[config.mk]
export PLATFORM = sky130hd
export DESIGN_NAME = acc_bank
export DESIGN_NICKNAME = d
export VERILOG_FILES = /design/src/rtl/acc_bank.sv
export SDC_FILE = /design/constraint.sdc
export NUM_CORES = 1
export LEC_CHECK = 0
export ABC_AREA = 1
export ABC_CLOCK_PERIOD_IN_PS = 4250
export BUFFER_PORTS_ARGS = -buffer_cell sky130_fd_sc_hd__buf_2
export CAP_MARGIN = 10
export CORE_MARGIN = 2
export CORE_UTILIZATION = 45
export CTS_BUF_LIST = sky130_fd_sc_hd__clkbuf_4 sky130_fd_sc_hd__clkbuf_8
export DETAILED_ROUTE_END_ITERATION = 8
export PLACE_DENSITY = 0.69
export SKIP_LAST_GASP = 1
export SLEW_MARGIN = 15
export SYNTH_ARGS = -nofsm -noshare
export SYNTH_HDL_FRONTEND = slang
export SYNTH_SLANG_ARGS = --single-unit
[constraint.sdc]
create_clock -name clk -period 4.25 [get_ports clk]
set_input_delay 0 -clock clk [delete_from_list [all_inputs] [get_ports clk]]
set_output_delay 0 -clock clk [all_outputs]
set_load 0.05 [all_outputs]
[src/rtl/acc_bank.sv]
// Multi-channel signed accumulator bank: one op per cycle on a selected channel,
// registered result with zero/negative/sticky-overflow flags and a valid strobe.
module acc_bank #(
    parameter int WIDTH    = 16,
    parameter int CHANNELS = 4,
    parameter int SATURATE = 0,
    localparam int CH_W    = (CHANNELS > 1) ? $clog2(CHANNELS) : 1
) (
    input  logic             clk,
    input  logic             rst,
    input  logic             enable,
    input  logic [2:0]       op,
    input  logic [CH_W-1:0]  ch,
    input  logic [WIDTH-1:0] in_data,
    output logic [WIDTH-1:0] out_data,
    output logic [CH_W-1:0]  out_ch,
    output logic             out_valid,
    output logic             zero,
    output logic             negative,
    output logic             ovf
);

    localparam int MSB = WIDTH - 1;

    localparam logic [2:0] OP_LOAD = 3'b001;
    localparam logic [2:0] OP_ADD  = 3'b010;
    localparam logic [2:0] OP_SUB  = 3'b011;
    localparam logic [2:0] OP_CLR  = 3'b100;
    localparam logic [2:0] OP_READ = 3'b101;

    localparam logic [CH_W:0]  CH_LIMIT = CHANNELS[CH_W:0];
    localparam logic [MSB:0]   MAX_POS  = {1'b0, {(WIDTH-1){1'b1}}};
    localparam logic [MSB:0]   MIN_NEG  = {1'b1, {(WIDTH-1){1'b0}}};

    logic [MSB:0]          r_acc [CHANNELS];
    logic [CHANNELS-1:0]   r_ovf_ch;

    logic [MSB:0]          r_out_data;
    logic [CH_W-1:0]       r_out_ch;
    logic                  r_out_valid;
    logic                  r_zero;
    logic                  r_negative;
    logic                  r_out_ovf;

    logic                  w_op_valid;
    logic                  w_ch_ok;
    logic                  w_accept;
    logic [MSB:0]          w_cur;
    logic                  w_cur_ovf;
    logic [MSB:0]          w_sum;
    logic [MSB:0]          w_dif;
    logic                  w_add_ovf;
    logic                  w_sub_ovf;
    logic [MSB:0]          w_sat;
    logic [MSB:0]          w_new_acc;
    logic                  w_new_ovf;

    assign w_ch_ok  = ({1'b0, ch} < CH_LIMIT);
    assign w_accept = enable & w_op_valid & w_ch_ok;

    always_comb begin
        w_op_valid = 1'b0;
        case (op)
            OP_LOAD, OP_ADD, OP_SUB, OP_CLR, OP_READ: w_op_valid = 1'b1;
            default:                                  w_op_valid = 1'b0;
        endcase
    end

    // Overflow direction always follows the accumulator's sign, for both ADD and SUB.
    always_comb begin
        w_cur     = r_acc[ch];
        w_cur_ovf = r_ovf_ch[ch];
        w_sum     = w_cur + in_data;
        w_dif     = w_cur - in_data;
        w_add_ovf = (w_cur[MSB] == in_data[MSB]) && (w_sum[MSB] != w_cur[MSB]);
        w_sub_ovf = (w_cur[MSB] != in_data[MSB]) && (w_dif[MSB] != w_cur[MSB]);
        w_sat     = w_cur[MSB] ? MIN_NEG : MAX_POS;
        w_new_acc = w_cur;
        w_new_ovf = w_cur_ovf;
        case (op)
            OP_LOAD: begin
                w_new_acc = in_data;
                w_new_ovf = 1'b0;
            end
            OP_ADD: begin
                w_new_acc = ((SATURATE != 0) && w_add_ovf) ? w_sat : w_sum;
                w_new_ovf = w_cur_ovf | w_add_ovf;
            end
            OP_SUB: begin
                w_new_acc = ((SATURATE != 0) && w_sub_ovf) ? w_sat : w_dif;
                w_new_ovf = w_cur_ovf | w_sub_ovf;
            end
            OP_CLR: begin
                w_new_acc = '0;
                w_new_ovf = 1'b0;
            end
            default: begin
                w_new_acc = w_cur;
                w_new_ovf = w_cur_ovf;
            end
        endcase
    end

    always_ff @(posedge clk) begin
        if (rst) begin
            for (int i = 0; i < CHANNELS; i++) begin
                r_acc[i] <= '0;
            end
            r_ovf_ch    <= '0;
            r_out_data  <= '0;
            r_out_ch    <= '0;
            r_out_valid <= 1'b0;
            r_zero      <= 1'b1;
            r_negative  <= 1'b0;
            r_out_ovf   <= 1'b0;
        end else begin
            r_out_valid <= w_accept;
            if (w_accept) begin
                r_acc[ch]    <= w_new_acc;
                r_ovf_ch[ch] <= w_new_ovf;
                r_out_data   <= w_new_acc;
                r_out_ch     <= ch;
                r_out_ovf    <= w_new_ovf;
                r_zero       <= (w_new_acc == '0);
                r_negative   <= w_new_acc[MSB];
            end
        end
    end

    assign out_data  = r_out_data;
    assign out_ch    = r_out_ch;
    assign out_valid = r_out_valid;
    assign zero      = r_zero;
    assign negative  = r_negative;
    assign ovf       = r_out_ovf;

endmodule

==> results of run 1 <==
## worst min-delay path, delay by kind of cell
kind | cells | cell delay, ns
buffers and inverters | 2 | 0.28
and+or+nand+nor | 3 | 0.19
## cell usage in the layout, fill, tap and decap left out, drive strengths merged, types with 2 or more instances in the layout
| master | n |
|---|---|
| nor2 | 115 |
| clkbuf | 11 |
| nand2 | 279 |
| buf | 52 |
| clkinv | 5 |
| or2 | 2 |
| edfxtp | 64 |
| o21bai | 3 |
| a221oi | 7 |
| a31o | 5 |
| o21ai | 15 |
| a22o | 3 |
| nand3 | 114 |
| dfxtp | 25 |
| dlygate4sd3 | 3 |
| nand3b | 3 |
| nand4 | 11 |
| a22oi | 3 |
| fa | 2 |
| nor3 | 2 |
| inv | 140 |
| and2 | 2 |
| ha | 30 |
| a21oi | 25 |
## area by class of cell
type	count	share of cell area, %
clock buffer	11	2.143
clock inverter	5	0.8312
tap	176	3.251
sequential	89	35.76
inverter	142	7.905
timing repair buffer	55	4.544
multi-input combinational	622	45.57
## path summary, 6_finish.rpt
check              start           end  slack (ns)  depth (start not counted)
max                ch[0]          zero        0.93                         21
min               enable   out_data[5]        0.15                          5
max reg2reg  r_acc[2][8]  r_acc[2][15]        1.26                         14
min reg2reg  out_data[5]   out_data[5]        0.47                          2
## power groups by stage
stage	combinational [uW]	sequential (uW)	clock, uW
after CTS	613	989	589
final	617	989	587
after global routing	690	993	625
after detailed placement	609	1010	0
after global placement	607	1010	0
after floorplan	410	1050	0
## stage by stage
step                area, um2  util (%)
floorplan                6186         -
global placement         6540     49.00
detailed placement       6543     49.02
CTS                      6774     50.75
global route             6774     50.75
finish                   6774     50.75
## sequential cells by signal, indices dropped and copies added, names as in the netlist
signal	cells
out_valid	1
r_ovf_ch	4
ovf	1
r_acc	64
out_ch	2
zero	1
out_data	16
## cells by family (layout without fill, tap and decap cells)
group | Yosys count | count (layout)
simple gates | 528 | 528
flops | 89 | 89
fa+ha+maj | 32 | 32
compound gates | 62 | 62
buf+inv | 172 | 213
## layer usage
| layer | vias to the layer above | GRT usage, % |
|---|---|---|
| li1 | 2884 | - |
| met1 | 2580 | 31.46 |
| met4 | 0 | 9.267 |
| met5 | - | 0 |
| met2 | 178 | 38.73 |
| met3 | 30 | 2.726 |
==> flow_metrics.py, run 1 <==
metrics = {
    "yosys": {
        "syn_nets": 939,
        "ys_seq_area_share_pct": 39.16,
        "yosysMostFrequentCell": "nand2_1",
        "async_flop_share_pct": 0,
        "yosysWarnings": 0,
        "synth_xor_area_share_pct": 0,
        "synth-simple-area-share_pct": 36.27,
        "synth_mux_area_share_pct": 0,
        "netlist.area_leader.share_pct": 31.07,
        "synth_cell_type_count": 38,
        "synth_cells": 883,
        "synth_fa_ha_area_share_pct": 6.715,
        "synth_area_um2": 6186,
        "synth-compound-area-share_pct": 6.877,
        "synth_edf_count": 64,
        "avgSynthCellArea_um2": 7.006,
        "yosysTopAreaCell": "edfxtp_1",
        "synth_top_family_by_area": "simple AND/OR/NAND/NOR gates",
        "synth.area.top_cells": "edfxtp_1 (31%), nand2_1 (17%), nand3_1 (9.2%), dfxtp_1 (8.1%), inv_1 (8.0%)",
        "ys.flop_type": "edfxtp_1",
        "ys_ff_latch": 89,
        "yosys-top-cells-count": "nand2_1 (272), inv_1 (132), nand3_1 (114)",
    },
    "global_routing": {
        "antenna_found_initial": 0,
        "grt_pass1_vias": 5419,
        "grt_pass1_wl_mm": 26.56,
        "grt_max_degree": 27,
        "overflow": 0,
        "grtUsageTotal_pct": 23.44,
    },
    "final_layout": {
        "syn2layout_area_growth_pct": 9.507,
        "drive_above_1_share_pct": 11.47,
        "multi_input_area_um2": 3087,
        "seq_area_um2": 2422,
        "final-instance-count-excl-fill": 1100,
        "final.fill_count": 1376,
        "antennaDiodeCount": 0,
        "final_nets": 975,
    },
    "placement": {
        "place_inst": 1081,
        "gp_congestion": 0.9535,
        "port_buffers": 45,
        "dp_hpwl_mm": 12.47,
        "place_ws_ns": 1.063,
    },
    "setup_path": {
        "path_class": "primary input to register",
        "critPathMaxFanout": 16,
        "endpoint_kind": "register",
        "critPathMaxStageDelay_ns": 0.55,
        "crit_path_top_delay_cell": "nor2_2",
        "crit_required_ns": 4.57,
        "critical_path.startpoint_type": "primary input",
        "crit_family": "simple AND/OR/NAND/NOR gates",
        "path_cells": "dlygate4sd3_1, buf_2, nor2_2, inv_1, nor2_1, nor3_2, inv_1, ha_1, nor2_1, nand3_1, nand3_1, nand2_1, nand2_1, nand2_1, nand3_1, nand3_1, nand2_1, nand3_1, nor2_1, nand2_1, nand2_1",
        "cp_common_cell": "nand2_1",
        "crit_arrival_ns": 3.65,
        "path_buf_inv": 4,
    },
    "power_and_ir_drop": {
        "power_frac_comb_pct": 28.1,
        "vdd_drop_max_mv": 0.2147,
        "p_seq_share_pct": 45.1,
        "internal-power_uw": 1443,
        "p_per_area_nw_per_um2": 323.8,
        "switching_power_uw": 750.0,
        "p_sw_share_pct": 34.20,
        "p_leak_uw": 0.003521,
        "p_total_uw": 2193,
        "clkPwrFrac_pct": 26.8,
    },
    "sta": {
        "worst_slew_pin_slew_ns": 0.8437,
        "fin_crit_sh_pct": 78.21,
        "hold_slack_ns": 0.1519,
        "setup_viol": 0,
        "max_freq_ghz": 0.3009,
        "fin_setup_tns_ns": 0,
        "post-route-min-period_ns": 3.324,
        "report.final.hold_viol_count": 0,
        "rsz0062_at_grt": "false",
        "skew_ns": 0.01214,
        "slew_viol_final": 0,
        "worst_slack_ns": 0.9262,
        "relSlewSlack_pct": 43.61,
    },
    "routing": {
        "met1_length_mm": 7.606,
        "top_layer_used": "met4",
        "routed-via-count": 5672,
        "wl_per_cell_um": 15.09,
        "drc": 0,
        "wl_met2_mm": 7.629,
        "drt-total-wl_mm": 16.60,
        "viasPerCell": 5.156,
        "detail-route-antenna-nets": 0,
        "dr.pass1.iters": 5,
        "drt_iter0_drc": 590,
        "met3_length_um": 933,
    },
    "floorplanning": {
        "die_y_um": 121.2,
        "core_um2": 13350,
        "rows": 42,
        "die_w_um": 121.2,
        "initial_core_util_pct": 46.34,
        "ioPinCount": 46,
        "die-area_um2": 14700,
    },
    "clocking": {
        "cts.clk_slew.worst_paths_ns": 0.08,
        "root_buffer": "clkbuf_8",
        "clock_sinks": 89,
        "holdBufCountCts": 3,
        "insertion_delay_ns": 0.38,
        "cts_max_level": 3,
        "cts_resized": 0,
        "cts_buffers": 9,
        "post_cts_buffers": 0,
        "tritoncts": "built",
        "cts_buffer_depth": 2,
    },
    "min_path": {
        "hold_class": "primary input to register",
    },
    "run_status": {
        "status": "completed",
    },
    "job": {
        "drv_cap": 0,
    },
}
Note: power is estimated with default switching activity, not from simulation.
==> run 2, diff against run 1 <==
Settings changed: ABC_CLOCK_PERIOD_IN_PS 4250 to 3300.
Clock period 4.25 ns to 3.3 ns, I/O delays scaled along.
==> flow_metrics.py, run 2 (same netlist as run 1, synthesis figures left out) <==
metrics = {
    "run_status": {
        "status": "completed",
    },
    "setup_path": {
        "critPathMaxFanout": 8,
        "crit_arrival_ns": 3.21,
        "crit_required_ns": 3.42,
        "path_cells": "dlygate4sd3_1, clkbuf_4, nor2_4, buf_4, nand2_1, nand2_1, a221oi_2, inv_1, ha_1, inv_1, a21oi_1, nand2_1, nor2_1, nand3_1, nand3_1, nand4_1, nand2_2, nor2_1",
        "critPathMaxStageDelay_ns": 0.52,
        "path_class": "primary input to register",
        "crit_path_top_delay_cell": "dlygate4sd3_1",
        "critical_path.startpoint_type": "primary input",
        "endpoint_kind": "register",
        "crit_family": "buffers and inverters",
        "path_buf_inv": 5,
        "cp_common_cell": "nand2_1",
    },
    "routing": {
        "drc": 0,
        "routed-via-count": 5867,
        "drt_iter0_drc": 590,
        "drt-total-wl_mm": 17.62,
        "viasPerCell": 5.262,
        "wl_per_cell_um": 15.81,
        "detail-route-antenna-nets": 0,
        "dr.pass1.iters": 8,
    },
    "sta": {
        "hold_slack_ns": 0.1817,
        "fin_crit_sh_pct": 93.80,
        "worst_slack_ns": 0.2047,
        "worst_slew_pin_slew_ns": 0.8190,
        "skew_ns": 0.01187,
        "report.final.hold_viol_count": 0,
        "setup_viol": 0,
        "slew_viol_final": 0,
        "fin_setup_tns_ns": 0,
        "rsz0062_at_grt": "false",
        "relSlewSlack_pct": 45.27,
        "max_freq_ghz": 0.3231,
        "post-route-min-period_ns": 3.095,
    },
    "final_layout": {
        "finish.utilization_pct": 52.32,
        "final.fill_count": 1361,
        "antennaDiodeCount": 0,
        "regMostFlops": "r_acc",
        "largest_reg_flops": 64,
        "final_cell_mix": "nand2_1 (267), inv_1 (132), nand3_1 (113)",
        "final_nets": 990,
        "drive_above_1_share_pct": 14.59,
        "syn2layout_area_growth_pct": 12.90,
        "mostFrequentLayoutCell": "nand2_1",
    },
    "placement": {
        "dp_hpwl_mm": 13.13,
        "place_ws_ns": 0.1897,
        "gp_congestion": 0.9535,
        "port_buffers": 45,
    },
    "power_and_ir_drop": {
        "p_leak_uw": 0.003600,
        "vdd_drop_max_mv": 0.4305,
        "p_per_area_nw_per_um2": 413.7,
    },
    "global_routing": {
        "grtUsageTotal_pct": 24.22,
        "grt_max_degree": 24,
        "grt_pass1_wl_mm": 27.56,
        "antenna_found_initial": 0,
        "overflow": 0,
        "grt_pass1_vias": 5612,
    },
    "clocking": {
        "root_buffer": "clkbuf_8",
        "tritoncts": "built",
        "cts_buffers": 9,
        "cts_buffer_depth": 2,
        "cts.clk_slew.worst_paths_ns": 0.08,
        "insertion_delay_ns": 0.37,
        "clock_sinks": 89,
        "cts_max_level": 3,
    },
    "floorplanning": {
        "die_y_um": 121.2,
        "ioPinCount": 46,
        "die-area_um2": 14700,
        "rows": 42,
        "initial_core_util_pct": 46.34,
        "core_um2": 13350,
        "die_w_um": 121.2,
    },
    "job": {
        "drv_cap": 0,
    },
    "min_path": {
        "hold_class": "primary input to register",
    },
}
-- run 2: cell types whose count changed in the layout (fill, tap and decap cells not counted), sizes merged --
cell / change
clkbuf: +1
inv: +1
buf: +12
clkinvlp: -1
nor2: +1
clkinv: +1
-- run 2: through the flow --
step | area [um2] | cells | power (uW)
3_5_place_dp | 6593 | 1088 | 2100
3_3_place_gp | 6593 | 1088 | 2096
5_1_grt | 6984 | 1115 | 3032
6_report | 6984 | 1115 | 2889
4_1_cts | 6822 | 1107 | 2842
2_1_floorplan | 6186 | 883 | 1878
-- run 2: path summary, 6_finish.rpt --
kind	from	to	slack, ns	cells after the start
max reg2reg	r_acc[3][0]	zero	0.38	22
min	ch[0]	r_ovf_ch[3]	0.18	5
max	ch[1]	r_acc[1][15]	0.20	18
min reg2reg	out_data[12]	out_data[12]	0.47	2
-- run 2: what timing repair did --
action                                  CTS  global route
hold buffers                              3             0
endpoints found under the setup margin    0            29
buffers inserted                          0             6
endpoints found under the hold margin     3             0
gates resized for setup                   0            31
-- run 2: worst min-delay path, delay by kind of cell --
family                 cells  cell delay, ns
buffers and inverters      2            0.25
and+or+nand+nor            3            0.26
-- run 2: where the power goes --
group | total [uW] | leakage, uW | switching, uW | internal [uW]
registers | 1280 | 0.000868 | 21.9 | 1250
clock network | 758 | 0.000107 | 380 | 378
logic | 856 | 0.00263 | 597 | 259
total | 2890 | 0.00360 | 999 | 1890
-- run 2: layer usage --
layer | global-route usage [%] | wire [um] | vias up
li1 | - | - | 2917
met4 | 8.980 | 447 | 0
met1 | 31.57 | 7600 | 2676
met2 | 41.05 | 8428 | 236
met3 | 3.242 | 1147 | 38
met5 | 0 | 0 | -
-- run 2: cell type report --
cell class,instances,area [um2],share of cell area (%)
repair inverters,1,6.256,0.08957
inverters,142,543.0,7.775
multi-input cells,623,3182,45.56
well taps,176,220.2,3.153
clock buffers,11,145.1,2.078
clock inverters,5,53.80,0.7703
repair buffers,68,411.6,5.894
flip-flops and latches,89,2422,34.68
